$ cat config.mk
export PLATFORM = sky130hd
export DESIGN_NAME = stage_sequencer
export DESIGN_NICKNAME = d
export VERILOG_FILES = /design/src/rtl/stage_sequencer.sv
export SDC_FILE = /design/constraint.sdc
export NUM_CORES = 1
export LEC_CHECK = 0
export ABC_AREA = 1
export CORE_MARGIN = 2
export CORE_UTILIZATION = 48
export DETAILED_ROUTE_END_ITERATION = 6
export GPL_TIMING_DRIVEN = 1
export PLACE_DENSITY_LB_ADDON = 0.2
export SLEW_MARGIN = 20
export SYNTH_ARGS = -nofsm -noshare
export SYNTH_HDL_FRONTEND = slang
export SYNTH_SLANG_ARGS = --single-unit
$ cat constraint.sdc
create_clock -name clk -period 2.6 [get_ports clk]
set_input_delay 0.52 -clock clk [delete_from_list [all_inputs] [get_ports clk]]
set_output_delay 0.52 -clock clk [all_outputs]
set_load 0.05 [all_outputs]
$ cat src/rtl/stage_sequencer.sv
// Multi-cycle IF/ID/EX/MEM/WB stage controller for the 16-bit CPU: drives the shared
// memory port handshake, PC/IR/register-file strobes and the retired-instruction count.
module stage_sequencer #(
    parameter int CNT_W = 16
) (
    input  logic             clk,
    input  logic             reset_n,
    input  logic [3:0]       opcode,
    input  logic [5:0]       func,
    input  logic             branch_taken,
    input  logic             mem_ready,
    output logic [2:0]       stage,
    output logic             read_m,
    output logic             write_m,
    output logic             iord,
    output logic             ir_write,
    output logic             pc_write,
    output logic [1:0]       pc_src,
    output logic             reg_write,
    output logic             mem_to_reg,
    output logic             wwd_en,
    output logic             halted,
    output logic [CNT_W-1:0] num_inst
);

    localparam logic [3:0] OP_BNE   = 4'd0;
    localparam logic [3:0] OP_BEQ   = 4'd1;
    localparam logic [3:0] OP_BGZ   = 4'd2;
    localparam logic [3:0] OP_BLZ   = 4'd3;
    localparam logic [3:0] OP_ADI   = 4'd4;
    localparam logic [3:0] OP_ORI   = 4'd5;
    localparam logic [3:0] OP_LHI   = 4'd6;
    localparam logic [3:0] OP_LWD   = 4'd7;
    localparam logic [3:0] OP_SWD   = 4'd8;
    localparam logic [3:0] OP_JMP   = 4'd9;
    localparam logic [3:0] OP_JAL   = 4'd10;
    localparam logic [3:0] OP_RTYPE = 4'd15;

    localparam logic [5:0] FN_JPR = 6'd25;
    localparam logic [5:0] FN_JRL = 6'd26;
    localparam logic [5:0] FN_WWD = 6'd28;
    localparam logic [5:0] FN_HLT = 6'd29;

    localparam logic [1:0] SRC_PC1    = 2'd0;
    localparam logic [1:0] SRC_BRANCH = 2'd1;
    localparam logic [1:0] SRC_JUMP   = 2'd2;
    localparam logic [1:0] SRC_REG    = 2'd3;

    typedef enum logic [2:0] {
        ST_IF   = 3'd0,
        ST_ID   = 3'd1,
        ST_EX   = 3'd2,
        ST_MEM  = 3'd3,
        ST_WB   = 3'd4,
        ST_HALT = 3'd5
    } stage_e;

    typedef enum logic [3:0] {
        CL_ALU,
        CL_IMM,
        CL_BRANCH,
        CL_LWD,
        CL_SWD,
        CL_JMP,
        CL_JAL,
        CL_JPR,
        CL_JRL,
        CL_WWD,
        CL_HLT,
        CL_NOP
    } class_e;

    stage_e     stage_q;
    stage_e     stage_d;
    logic       halted_q;
    class_e     inst_class;

    logic       rd_c;
    logic       wr_c;
    logic       iord_c;
    logic       irw_c;
    logic       pcw_c;
    logic [1:0] src_c;
    logic       rw_c;
    logic       m2r_c;
    logic       wwd_c;

    // Instruction class; undefined opcodes and R-type funcs collapse to NOP.
    always_comb begin
        // NOTE: every always_comb output gets a default first so no path infers a latch.
        inst_class = CL_NOP;
        case (opcode)
            OP_BNE, OP_BEQ, OP_BGZ, OP_BLZ: inst_class = CL_BRANCH;
            OP_ADI, OP_ORI, OP_LHI:         inst_class = CL_IMM;
            OP_LWD:                         inst_class = CL_LWD;
            OP_SWD:                         inst_class = CL_SWD;
            OP_JMP:                         inst_class = CL_JMP;
            OP_JAL:                         inst_class = CL_JAL;
            OP_RTYPE: begin
                if (func[5:3] == 3'b000) begin
                    inst_class = CL_ALU;
                end else begin
                    case (func)
                        FN_JPR:  inst_class = CL_JPR;
                        FN_JRL:  inst_class = CL_JRL;
                        FN_WWD:  inst_class = CL_WWD;
                        FN_HLT:  inst_class = CL_HLT;
                        default: inst_class = CL_NOP;
                    endcase
                end
            end
            default: inst_class = CL_NOP;
        endcase
    end

    always_comb begin
        stage_d = stage_q;
        rd_c    = 1'b0;
        wr_c    = 1'b0;
        iord_c  = 1'b0;
        irw_c   = 1'b0;
        pcw_c   = 1'b0;
        src_c   = SRC_PC1;
        rw_c    = 1'b0;
        m2r_c   = 1'b0;
        wwd_c   = 1'b0;

        case (stage_q)
            ST_IF: begin
                rd_c = 1'b1;
                if (mem_ready) begin
                    irw_c   = 1'b1;
                    stage_d = ST_ID;
                end
            end

            ST_ID: begin
                case (inst_class)
                    CL_JMP, CL_JAL: begin
                        pcw_c   = 1'b1;
                        src_c   = SRC_JUMP;
                        rw_c    = (inst_class == CL_JAL);
                        stage_d = ST_IF;
                    end
                    CL_JPR, CL_JRL: begin
                        pcw_c   = 1'b1;
                        src_c   = SRC_REG;
                        rw_c    = (inst_class == CL_JRL);
                        stage_d = ST_IF;
                    end
                    CL_WWD: begin
                        wwd_c   = 1'b1;
                        pcw_c   = 1'b1;
                        stage_d = ST_IF;
                    end
                    CL_HLT: stage_d = ST_HALT;
                    CL_NOP: begin
                        pcw_c   = 1'b1;
                        stage_d = ST_IF;
                    end
                    default: stage_d = ST_EX;
                endcase
            end

            ST_EX: begin
                case (inst_class)
                    CL_BRANCH: begin
                        pcw_c   = 1'b1;
                        src_c   = branch_taken ? SRC_BRANCH : SRC_PC1;
                        stage_d = ST_IF;
                    end
                    CL_LWD, CL_SWD: stage_d = ST_MEM;
                    default:        stage_d = ST_WB;
                endcase
            end

            ST_MEM: begin
                iord_c = 1'b1;
                if (inst_class == CL_LWD) begin
                    rd_c = 1'b1;
                    if (mem_ready) stage_d = ST_WB;
                end else begin
                    wr_c = 1'b1;
                    if (mem_ready) begin
                        pcw_c   = 1'b1;
                        stage_d = ST_IF;
                    end
                end
            end

            ST_WB: begin
                rw_c    = 1'b1;
                pcw_c   = 1'b1;
                m2r_c   = (inst_class == CL_LWD);
                stage_d = ST_IF;
            end

            ST_HALT: stage_d = ST_HALT;

            default: stage_d = ST_IF;
        endcase
    end

    always_ff @(posedge clk or negedge reset_n) begin
        if (!reset_n) begin
            stage_q  <= ST_IF;
            halted_q <= 1'b0;
            num_inst <= '0;
        end else begin
            // NOTE: sequential state uses non-blocking assignments so every register samples pre-edge values.
            stage_q  <= stage_d;
            halted_q <= (stage_d == ST_HALT);
            if (pcw_c) num_inst <= num_inst + CNT_W'(1);
        end
    end

    // Reset kills every strobe combinationally, even mid-access, before the next edge.
    assign stage      = stage_q;
    assign halted     = halted_q;
    assign read_m     = rd_c   & reset_n;
    assign write_m    = wr_c   & reset_n;
    assign iord       = iord_c & reset_n;
    assign ir_write   = irw_c  & reset_n;
    assign pc_write   = pcw_c  & reset_n;
    assign pc_src     = reset_n ? src_c : SRC_PC1;
    assign reg_write  = rw_c   & reset_n;
    assign mem_to_reg = m2r_c  & reset_n;
    assign wwd_en     = wwd_c  & reset_n;

    a_rd_wr_excl: assert property (@(posedge clk) disable iff (!reset_n) !(read_m && write_m));
    a_pc_ir_excl: assert property (@(posedge clk) disable iff (!reset_n) !(pc_write && ir_write));

endmodule

* Yosys cells after proc, flatten, opt, wreduce, memory -nomap -nowiden *
Index checks and enable logic that the tools add are counted.

cells by class
  $add $sub $neg = 1
  eq/ne operators = 31
  mux-type cells = 31
  bitwise operators = 8
  reduce and logical (&&, ||, !) cells = 9

operators by type and width
  cell                   number
  $eq 4x3->1 const B     8
  $eq 4x4->1 const B     8
  $pmux 4 s7             1
  $eq 6x5->1 const B     4
  $add 16x1->16 const B  1
  $eq 4x2->1 const B     4
  $pmux 4 s4             1
  $pmux 3 s5             1
  $mux 1                 14
  $mux 3                 4
  $pmux 3 s2             2
  $eq 3x3->1 const B     3
  $and 1x1->1            8
  $pmux 2 s2             2
  $eq 3x2->1 const B     2
  $logic_not 3->1        2
  $pmux 1 s2             3
  $reduce_or 2->1        3
  $reduce_or 6->1        1
  $eq 4x1->1 const B     1
  $logic_not 4->1        1
  $mux 4                 1
  $pmux 1 s4             1
  $reduce_or 4->1        1
  3 further kinds        3

word-level totals
  register bits = 20
  bits of input ports = 14
  output and inout bits = 30
  logic and storage cells = 83

* Logic depth before layout (Yosys ltp) *
  depth in word-level cells = 9
  mapped depth = 15
  depth with buffers taken out = 14

* Least setup slack after synthesis *
Ideal clock, no wire load.

  path kind = flip-flop to output port
  start = register stage_q[0] (netlist: stage[0])
  end = output port wwd_en
  data arrival time = 2.925 ns
  slack = -0.845 ns
  cell stages (with the launch flop) = 5
  buffers on the path = 0
  cell sequence = dfrtp_1 -> inv_1 -> nor3_1 -> nand2_1 -> nor4_1

on the way
  longest elaborated chain between the ends = 3

ends and longest elaborated chain
  what                      RTL line  text
  start: declaration        73        stage_e stage_q;
  start signal: assignment  211       stage_q <= stage_d;
  $eq 3x1->1                128       case (stage_q)
  $mux 1                    128
  $and 1x1->1               228       assign wwd_en = wwd_c & reset_n;
  end: declaration          21        output logic wwd_en,

Every way passes these cells.

* Worst setup path after layout *
  start = input port opcode[1]
  end = output port pc_write

on the way
  longest elaborated chain between the ends = 8
  elaborated cells between the ends (all ways) = 29
  those cells by class = eq/ne (19); mux (5); bitwise (1); reduce/logical (4)

ends and longest elaborated chain
  what                                                       RTL line  text
  start: declaration                                         8         input logic [3:0] opcode,
  $eq 4x1->1 (tied with other cells)                         92        case (opcode)
  $reduce_or 4->1 / $reduce_or 3->1 (equally long branches)  92
  $pmux 4 s7 *                                               92
  $eq 4x3->1 / $eq 4x4->1 (equally long branches)            138       case (inst_class)
  $reduce_or 6->1 (no source line)                           --
  $mux 1                                                     138
  $pmux 1 s4 *                                               128
  $and 1x1->1 *                                              224       assign pc_write = pcw_c & reset_n;
  end: declaration                                           17        output logic pc_write,

Every way passes the cells marked *; elsewhere a longest branch is shown, timed or not.

==> results.sh <==
export IMPL_fin_tns_setup_ns=0
export IMPL_ys_seq_elements=20
export IMPL_path_class="primary input to output port"
export IMPL_antenna_found_initial=0
export IMPL_synth_xor_area_share=0.07339
export IMPL_postSynthCellCount=236
export IMPL_drv_slew=0
export IMPL_grt_usage=0.2426
export IMPL_synth_edff_count=0
export IMPL_vias=1877
export IMPL_cap_violations=0
export IMPL_worst_clock_skew_ns=0.001538
export IMPL_netlist_area_mm2=0.001551
export IMPL_setup_viol=0
export IMPL_initial_core_util=0.5082
export IMPL_grt_max_degree=18
export IMPL_status="finished clean"
export IMPL_die_x_um=60.86
export IMPL_clockRootBuffer="clkbuf_4"
export IMPL_max_vdd_ir_drop_mv=0.5780
export IMPL_synth_cell_type_count=30
export IMPL_drt_met1_wl_um=1845
export IMPL_drt_initial_drc_count=83
export IMPL_viasPerCell=5.214
export IMPL_cts_inserted_buffers=3
export IMPL_clock_fmax_mhz=387.0
export IMPL_critPathSlowestCell="nor3_4"
export IMPL_synth_adder_area_share=0.008065
export IMPL_worstMarginPinSlew_ns=0.5607
export IMPL_nFillCells=209
export IMPL_portBuffers=43
export IMPL_dieArea_mm2=0.003703
export IMPL_finalHoldViolCount=0
export IMPL_fin_crit_ns=2.584
export IMPL_ant_nets=0
export IMPL_power_leakage_nw=1.222
export IMPL_cts_hold_buffers=0
export IMPL_die_h_um=60.86
export IMPL_seq_area_frac_synth=0.3226
export IMPL_synth_top_family_by_area="simple AND/OR/NAND/NOR gates"
export IMPL_syn_area_per_cell_um2=6.574
export IMPL_h_tree_depth=1
export IMPL_avgRoutedWirePerCell_um=12.98
export IMPL_synth_simple_area_share=0.4444
export IMPL_path_cells="clkdlybuf4s15_1, nand2_2, nor3_4, nand2_2, clkinv_4, nand2_1, nand2_1, nand2_2, nand2_1, nand2_1, nand2_2, nand3_4, nand2_4, inv_2, buf_12"
export IMPL_final_util=0.8217
export IMPL_power_per_cell_area_mw_per_mm2=707.6
export IMPL_num_rows=20
export IMPL_wl_met3_um=219
export IMPL_grt_pass1_wl_um=6831
export IMPL_maxSlewHeadroom=0.6233
export IMPL_core_mm2=0.003053
export IMPL_path_delay_family="simple AND/OR/NAND/NOR gates"
export IMPL_synthArstFlopShare=1.000
export IMPL_final_cell_mix="nand2_1, buf_4, inv_1"
export IMPL_drc=0
export IMPL_cp_start_kind="primary input"
export IMPL_fin_nets=332
export IMPL_crit_buf_inv=4
export IMPL_ys_warn_count=0
export IMPL_synth_area_mux_share=0
export IMPL_cts_tree="done"
export IMPL_total_power_mw=1.775
export IMPL_met2_length_um=2444
export IMPL_cts_max_path_buffers=2
export IMPL_min_path_type="register to register"
export IMPL_critPathCaptureType="output port"
export IMPL_place_congestion=0.9078
export IMPL_worst_path_max_fanout=5
export IMPL_worst_endpoint_arrival_ns=2.06
export IMPL_synth_compound_area_share=0.05645
export IMPL_pin_count=44
export IMPL_top_layer_used="met4"
export IMPL_grt_pass1_vias=1716
export IMPL_n_antenna_cell=0
export IMPL_clkTransAtPathRegs_ns=0.11
export IMPL_synth_ff_type="dfrtp_1"
export IMPL_gr_total_overflow=0
export IMPL_drt_wl_total_um=4674
export IMPL_crit_path_max_incr_delay_ns=0.22
export IMPL_first_pass_iters=4
export IMPL_hpwl_um=3013
export IMPL_cp_required_ns=2.08
export IMPL_clkLatencyLatePin_ns=0.30
export IMPL_syn2layout_area_growth_pct=61.69
export IMPL_syn_num_nets=251
export IMPL_clkSinkCount=20
export IMPL_fin_crit_sh=0.9938
export IMPL_drive_gt1_frac=0.2911
export IMPL_final_common_cell="nand2_1"
-- area by class of cell --
| class | count | area (um2) | area share |
|---|---|---|---|
| multi-input combinational | 180 | 1011 | 0.4030 |
| clock buffer | 4 | 26.28 | 0.01047 |
| inverter | 32 | 125.1 | 0.04988 |
| tap | 44 | 55.05 | 0.02195 |
| timing repair buffer | 80 | 789.5 | 0.3147 |
| sequential | 20 | 501.7 | 0.2000 |
-- through the flow --
stage | instance area (um2) | hold WS [ns] | setup WS, ns | std cells
6_report | 2509 | 0.5925 | 0.01620 | 360
5_1_grt | 2509 | 0.6376 | -0.1110 | 360
4_1_cts | 2459 | 0.5945 | 0.01336 | 359
3_5_place_dp | 2311 | 0.5620 | -0.2885 | 342
3_3_place_gp | 2311 | 0.5636 | -0.2241 | 342
2_1_floorplan | 1580 | 0.2244 | -0.06470 | 236
-- Yosys cell counts, types with 2 or more instances --
cell      count  area [um2]
nand3_1      16       80.08
nand2_1      78       292.8
inv_2         2       7.510
o21ai_0       4       20.02
nor2_1       23       86.33
nand4_1      17       106.4
or2_2         2       12.51
xnor2_1       7       61.31
nor3_1        7       35.03
nor3_2        2       20.02
xor2_1        6       52.55
a31oi_1       2       12.51
nor4_1        2       12.51
dfrtp_1      20       500.5
a21oi_1       4       20.02
inv_1        28       105.1
clkinv_1      2       7.510
a21oi_2       2       17.52
-- path summary, 6_finish.rpt --
kind	cells after the start	endpoint	start	slack [ns]
worst max-delay path	15	pc_write	opcode[1]	0.02
max in group asynchronous	2	num_inst[14]	reset_n	1.65
worst max register to register	11	num_inst[15]	num_inst[2]	0.61
worst min register to register	2	num_inst[7]	num_inst[7]	0.59
min in group asynchronous	2	stage[2]	reset_n	0.68
worst min-delay path	2	num_inst[7]	num_inst[7]	0.59
-- cells by family after synthesis --
kind of cell / count (synthesis)
and+or+nand+nor: 152
buffers and inverters: 36
xor gates and xnor gates: 13
DFF: 20
adders and majority gates: 1
AOI/OAI and AO/OA: 14
-- worst reg2reg max path, cell delays in order, from the launching register on --
cell	delay, ns
dfrtp_1	0.44
nand3_1	0.14
nor2_1	0.24
nand2_1	0.13
nor2_1	0.17
nand3_1	0.14
nor2_1	0.13
nand3_1	0.11
or2_2	0.29
nand2_1	0.06
nand2_1	0.05
nand2_1	0.05
-- where the power goes --
| group | total (mW) | internal [mW] | switching (mW) |
|---|---|---|---|
| sequential | 0.450 | 0.374 | 0.0756 |
| combinational | 1.17 | 0.436 | 0.733 |
| clock | 0.156 | 0.0598 | 0.0966 |
-- state kept, by name (all words and copies together) (netlist names) --
| name | cells |
|---|---|
| num_inst | 16 |
| stage | 3 |
| halted | 1 |
-- timing repair --
item,in CTS,in global routing
setup endpoints to repair,6,8
gates resized for setup,24,29
pin swaps,15,14
setup buffers,13,1
-- routing by layer --
layer	GRT usage	vias up
li1	-	926
met2	0.4578	78
met3	0.03198	16
met4	0.09938	0
met5	0	-
met1	0.2713	857
(Power assumes the default switching activity.)
